## src/rtl/uart_tx_fifo.sv

```systemverilog
// Buffered 8N1 UART transmitter: byte FIFO drained by a bit-timing FSM.
// Consecutive queued bytes go out back-to-back with no idle gap.
module uart_tx_fifo #(
   parameter int CLK_RATE  = 25000000,
   parameter int BAUD_RATE = 115200,
   parameter int DEPTH     = 16
) (
   input  logic                     clk,
   input  logic                     reset,
   input  logic [7:0]               wr_data,
   input  logic                     wr_valid,
   output logic                     wr_ready,
   output logic [$clog2(DEPTH):0]   fifo_level,
   output logic                     busy,
   output logic                     ser_tx
);

   localparam int DIVISOR = CLK_RATE / BAUD_RATE;
   localparam int AW = $clog2(DEPTH);
   localparam int CW = (DIVISOR < 2) ? 1 : $clog2(DIVISOR);
   localparam logic [CW-1:0] BAUD_MAX = CW'(DIVISOR - 1);
   localparam logic [AW:0] FULL = (AW + 1)'(DEPTH);

   if (DIVISOR < 2) begin : g_bad_divisor
      $error("uart_tx_fifo: CLK_RATE/BAUD_RATE must be at least 2");
   end

   if (DEPTH < 2 || (DEPTH & (DEPTH - 1)) != 0) begin : g_bad_depth
      $error("uart_tx_fifo: DEPTH must be a power of two >= 2");
   end

   typedef enum logic [1:0] {IDLE, START, DATA, STOP} state_t;

   state_t          state;
   logic [CW-1:0]   baud_cnt;
   logic [2:0]      bit_idx;
   logic [7:0]      shift;
   logic [7:0]      mem [DEPTH];
   logic [AW-1:0]   wr_ptr;
   logic [AW-1:0]   rd_ptr;
   logic            push;
   logic            pop;
   logic            baud_end;
   logic            fifo_empty;

   assign fifo_empty = (fifo_level == '0);
   assign wr_ready   = (fifo_level != FULL);
   assign push       = wr_valid && wr_ready;
   assign baud_end   = (baud_cnt == BAUD_MAX);
   // Pops only at frame boundaries; a byte pushed this cycle is not yet visible.
   assign pop  = !fifo_empty && (state == IDLE || (state == STOP && baud_end));
   assign busy = (state != IDLE) || !fifo_empty;

   always_ff @(posedge clk) begin
      if (push) mem[wr_ptr] <= wr_data;
   end

   always_ff @(posedge clk) begin
      if (reset) begin
         wr_ptr     <= '0;
         rd_ptr     <= '0;
         fifo_level <= '0;
      end else begin
         if (push) wr_ptr <= wr_ptr + 1'b1;
         if (pop)  rd_ptr <= rd_ptr + 1'b1;
         unique case ({push, pop})
            2'b10:   fifo_level <= fifo_level + 1'b1;
            2'b01:   fifo_level <= fifo_level - 1'b1;
            default: fifo_level <= fifo_level;
         endcase
      end
   end

   always_ff @(posedge clk) begin
      if (reset) begin
         state    <= IDLE;
         ser_tx   <= 1'b1;
         baud_cnt <= '0;
         bit_idx  <= '0;
         shift    <= '0;
      end else begin
         unique case (state)
            IDLE: begin
               ser_tx <= 1'b1;
               if (pop) begin
                  shift    <= mem[rd_ptr];
                  ser_tx   <= 1'b0;
                  baud_cnt <= '0;
                  state    <= START;
               end
            end
            START: begin
               if (baud_end) begin
                  baud_cnt <= '0;
                  ser_tx   <= shift[0];
                  bit_idx  <= '0;
                  state    <= DATA;
               end else begin
                  baud_cnt <= baud_cnt + 1'b1;
               end
            end
            DATA: begin
               if (baud_end) begin
                  baud_cnt <= '0;
                  if (bit_idx == 3'd7) begin
                     ser_tx <= 1'b1;
                     state  <= STOP;
                  end else begin
                     shift   <= shift >> 1;
                     ser_tx  <= shift[1];
                     bit_idx <= bit_idx + 3'd1;
                  end
               end else begin
                  baud_cnt <= baud_cnt + 1'b1;
               end
            end
            STOP: begin
               if (baud_end) begin
                  baud_cnt <= '0;
                  if (pop) begin
                     shift  <= mem[rd_ptr];
                     ser_tx <= 1'b0;
                     state  <= START;
                  end else begin
                     state  <= IDLE;
                  end
               end else begin
                  baud_cnt <= baud_cnt + 1'b1;
               end
            end
            default: state <= IDLE;
         endcase
      end
   end

endmodule

```

## config.mk

```make
export PLATFORM = sky130hd
export DESIGN_NAME = uart_tx_fifo
export DESIGN_NICKNAME = d
export VERILOG_FILES = /design/src/rtl/uart_tx_fifo.sv
export SDC_FILE = /design/constraint.sdc
export NUM_CORES = 1
export LEC_CHECK = 0
export CORE_MARGIN = 2
export CORE_UTILIZATION = 50
export DETAILED_ROUTE_END_ITERATION = 10
export PLACE_DENSITY = 0.77
export SLEW_MARGIN = 20
export SYNTH_ARGS = -nofsm -noshare
export SYNTH_HDL_FRONTEND = slang
export SYNTH_SLANG_ARGS = --single-unit
```

## constraint.sdc

```tcl
create_clock -name clk -period 7.85 [get_ports clk]
set_input_delay 1.1775 -clock clk [delete_from_list [all_inputs] [get_ports clk]]
set_output_delay 1.1775 -clock clk [all_outputs]
set_load 0.05 [all_outputs]
```

After elaboration in Yosys (flattened, before gate mapping) --
Memory sizes are Yosys's and may differ from the RTL's. A register that Yosys moved wholly into a read port is not among the register bits. Index checks and enable logic that the tools add are counted.
Cells by class: bitwise operators 0, $lt $le $gt $ge 0, $mul 0, add/sub/neg operators 6, shift operators 0, div/mod/pow operators 0, reductions and logical operators 17, equal/unequal tests 15, mux-type cells 31
Operator list (number):
- $mux W8 | 6
- $pmux W8 S3 | 1
- $pmux W8 S2 | 1
- $ne A2 B2 Y1 const B | 7
- $reduce_and A4 Y1 | 3
- $mux W2 | 5
- $pmux W5 S2 | 1
- $mux W1 | 9
- $mux W3 | 3
- $add A4 B1 Y4 const B | 2
- $add A8 B1 Y8 const B | 1
- $eq A8 B8 Y1 const B | 1
- $mux W4 | 2
- $pmux W2 S4 | 1
- $eq A2 B2 Y1 const B | 3
- $pmux W3 S2 | 1
- $reduce_bool A2 Y1 | 3
- $add A5 B1 Y5 const B | 1
- $logic_not A5 Y1 | 1
- $ne A5 B5 Y1 const B | 1
- $reduce_and A5 Y1 | 1
- $sub A5 B1 Y5 const B | 1
- $eq A2 B1 Y1 const B | 2
- $pmux W1 S4 | 1
- 8 further kinds | 11
Storage, ports and cells: bits in writable memories 128, logic and storage cells 78, memories kept 1, flip-flop bits (word level) 35, memory bits (read-only) 0, bits in latches 0, input bits 11, output and inout port bits 8
Memories:
- mem | words 16, width 8, read ports 1, clocked after Yosys merged registers in 1, wr ports 1, line 38 | logic [7:0] mem [DEPTH];

Longest topological paths before layout --
depth in word-level cells 7, gate-level depth with buffers 16, gate-level depth less buffers 14

Worst setup path after synthesis --
No wires, ideal clock.
path type in2reg, start point input wr_valid, end point register fifo_level[4], path buffers 1, path slack 4.224 ns, library setup time 0.121 ns, required time 7.729 ns, data arrival time 3.505 ns, cell stages on the path 11, path through a21boi_1 > inv_1 > ha_1 > clkbuf_1 > xor2_1 > ha_1 > o21a_1 > o22a_1 > a21oi_1 > mux2i_1 > mux2_2
On the way: cells in the longest elaborated chain, start to end 3, elaborated cells on any way between the ends 5, those cells by class 2 x eq/ne; 1 x mux; 2 x reduce/logical
RTL lines:
- start, declared | line 11 | input logic wr_valid,
- $logic_and A1 B1 Y1 (*) | line 48 | assign push = wr_valid && wr_ready;
- $eq A2 B1 Y1 or $eq A2 B2 Y1 (tied branches) | line 66 | unique case ({push, pop})
- $pmux W5 S2 or $reduce_bool A2 Y1 (tied branches)
- end signal, assigned | line 67 | 2'b10: fifo_level <= fifo_level + 1'b1;
- end signal, assigned | line 68 | 2'b01: fifo_level <= fifo_level - 1'b1;
- end signal, assigned | line 69 | default: fifo_level <= fifo_level;
- end, declared | line 13 | output logic [$clog2(DEPTH):0] fifo_level,
Every way passes the cells marked *; elsewhere a longest branch is shown, timed or not. A chain may end at the register's enable or synchronous reset.

Final worst setup path --
Same ends and word-level chain as after synthesis.

==> out/qor.csv <==
stage,metric,value,unit
yosys,Yosys cell types,60,
critical_path,CP startpoint kind,primary input,
yosys,share of the synthesized area in the top cell type,54.2,%
timing,Final WS setup,3.92,ns
route,first-pass iteration count of the detailed router,5,
floorplanning,IO Pins,19,
cts,cts-stage hold buffer count,0,
route,DRC viols,0,
timing,Final Setup Violations,0,
grt,aggregate global routing overflow,0,
route,DR top layer,met4,
final_layout,ANT cells,0,
yosys,dominant cell type by area after synthesis,edfxtp_1,
critical_path,"Top cell by count, worst path",ha_1,
final_layout,Finished Layout Cells,692,
route,metal2 WL,6.75,mm
critical_path,max incr delay on CP,0.62,ns
cts,clock tree root buffer cell,clkbuf_16,
floorplanning,starting density of the core,51.1,%
status,status,"finished, final reports clean",
cts,Sink Count,167,
cts,post-CTS sizing,0,
cts,Post-CTS Repair Setup Buffers,0,
yosys,syn avg cell area,14.6,um2
timing,Slew @ Worst Pin,0.905,ns
floorplanning,Die H,123,um
cts,"Reg clk slew, reported paths",0.06,ns
place,Post-Place Worst Slack,3.49,ns
place,DP HPWL,8.61,mm
final_layout,Area Growth Syn to Fin,12.8,%
cts,worst-skew pair later-pin latency,0.43,ns
timing,RSZ-0062 raised after global routing,false,
place,Inst Count DP,661,
critical_path,worst path required time,8.17,ns
yosys,Commonest cells post-synth,"edfxtp_1 (128), dfxtp_1 (39), nor2_1 (35)",
worst_hold_path,hold crit path type,reg -> reg,
route,routed vias/inst,5.96,
critical_path,cells along the critical path,"clkdlybuf4s50_1, a21boi_1, inv_1, ha_1, xor2_1, ha_1, o21a_1, o22a_1, a21oi_1, mux2i_1, mux2_2",
grt,number of global-route vias before repair,4048,
yosys,sequential area share after synthesis,65.2,%
final_layout,share of cells above drive strength 1,14.3,%
floorplanning,die area,15100,um2
route,vias,4124,
timing,Final min period,3.93,ns
yosys,Synth async-reset ratio,0,%
power_and_ir_drop,PD cells,320,nW/um2
cts,cts bufs inserted,17,
timing,Final Hold Fails,0,
power_and_ir_drop,Leak Pwr,2.61,nW
final_layout,post-layout util,57.6,%
place,GP Congestion,0.793,
critical_path,slowest cell on the critical path,a21boi_1,
cts,Longest Clk Path Bufs,2,
yosys,synthesized instance count,485,
cts,H-tree levels,4,
yosys,most common flop cell mapped by yosys,edfxtp_1,
route,M1 WL,5.66,mm
yosys,Synthesis Warnings,0,
yosys,post-synthesis instance area,7090,um2
grt,antenna violations before repair,0,
yosys,count of flip-flops with a built-in enable after synthesis,128,
critical_path,crit-path max FO,9,
timing,Tcrit/Tclk final,50.0,%
critical_path,CP Data Arrival Time,4.24,ns
timing,Fin Setup TNS,0,ns
route,Detailed Route Iter0 Violations,378,
final_layout,"Net count, final",530,
route,Detail Route Antenna Nets,0,
yosys,top-count cell post-synth,edfxtp_1,
critical_path,kind of end point of the critical path,register,
route,metal3 WL,752,um
timing,Layout Skew,0.0107,ns
timing,relative slew slack,39.4,%
grt,Global Route Usage Sum,19.5,%
grt,largest net degree at the start of global routing,43,
yosys,register bit total from synthesis,167,
critical_path,critical path class,in -> reg,
route,Detailed Route WL,13.6,mm
timing,Max Transition Viols Final,0,
power_and_ir_drop,Worst VDD drop,0.160,mV
yosys,top cells by area in the synthesized netlist,"edfxtp_1 (54%), dfxtp_1 (11%), mux4_2 (7.0%), mux2i_1 (4.0%), ha_1 (3.4%)",
floorplanning,row count,43,
cts,CTS tree,built,
yosys,syn nets,515,
flow_run,Max Cap Violations,0,
grt,first-pass GRT wire length,21.5,mm
route,wire per inst,19.6,um
floorplanning,core region area,13900,um2
timing,fmax,255,MHz
floorplanning,Die W,123,um
place,# port buffers,18,
-- cells in the final DEF, fill, tap and decap left out, types with 3 or more instances in the layout --
cell,Yosys,routed
a221oi_1,5,5
clkbuf_16,0,17
nand2_1,23,23
mux2_2,7,7
o21ai_0,8,8
mux4_2,22,22
buf_4,2,3
inv_1,18,18
a211oi_1,3,3
edfxtp_1,128,128
a21oi_1,22,22
a221o_1,6,6
clkinvlp_4,0,5
o22ai_1,6,6
nand3b_1,3,3
ha_1,19,19
xor2_1,7,7
clkdlybuf4s50_1,0,18
a22oi_1,5,5
mux2i_1,28,28
a31oi_1,3,3
and3_1,4,4
inv_6,0,3
nand3_1,9,9
nor2b_1,6,6
o21ai_1,6,6
dfxtp_1,39,38
nor2_1,35,35
nor3_2,0,4
-- per-layer routing --
layer / up-vias / track usage [%]
met5: - / 0
met4: 0 / 9.02
met3: 38 / 5.07
met2: 124 / 31.2
met1: 2073 / 25.0
li1: 1889 / -
-- kinds of logic after synthesis --
group                    synth area share, %
flip-flops                              65.2
AND/OR/NAND/NOR                         7.47
AO/OA/AOI/OAI                           7.98
multiplexers                            12.2
buffers and inverters                   2.65
adder cells (fa/ha/maj)                 3.35
XOR/XNOR                                1.11
-- report_power, final --
group / total [W] / internal [W] / leakage (nW) / switching [W]
registers: 0.00106 / 0.00102 / 1.47 / 0.0000464
clock network: 0.000806 / 0.000468 / 0.266 / 0.000338
logic: 0.000691 / 0.000276 / 0.871 / 0.000415
-- registers in the layout, indices dropped and copies added, names as in the netlist, named ones only --
signal,count
shift,8
fifo_level,5
baud_cnt,8
ser_tx,1
state,2
bit_idx,3
rd_ptr,4
wr_ptr,4
mem,128
-- worst paths after layout --
path	cells after the start	endpoint	from	slack [ns]
max	11	fifo_level[4]	wr_valid	3.92
min	2	bit_idx[2]	bit_idx[2]	0.46
min reg2reg	2	bit_idx[2]	bit_idx[2]	0.46
max reg2reg	14	fifo_level[4]	baud_cnt[0]	4.36
-- layout make-up --
cell class	count	area [um2]
inverter	19	71.3
multi-input combinational	274	2300
fill	1045	5880
clock inverter	14	150
clock buffer	17	425
tap	180	225
timing repair buffer	21	203
sequential	167	4630
-- stage by stage --
stage,hold WS [ns],total power [W],area [um2]
2_1_floorplan,0.432,0.00160,7090
3_3_place_gp,0.444,0.00174,7400
3_5_place_dp,0.457,0.00177,7410
4_1_cts,0.465,0.00257,7980
5_1_grt,0.495,0.00268,8000
6_report,0.458,0.00256,8000
-- critical path: cells and delay by family --
family | cells | cell delay (ns)
compound gates | 4 | 1.17
xor+xnor | 1 | 0.18
fa+ha+maj | 2 | 0.56
buf+inv | 2 | 0.60
mux | 2 | 0.56
Note: power is estimated with default switching activity, not from simulation.
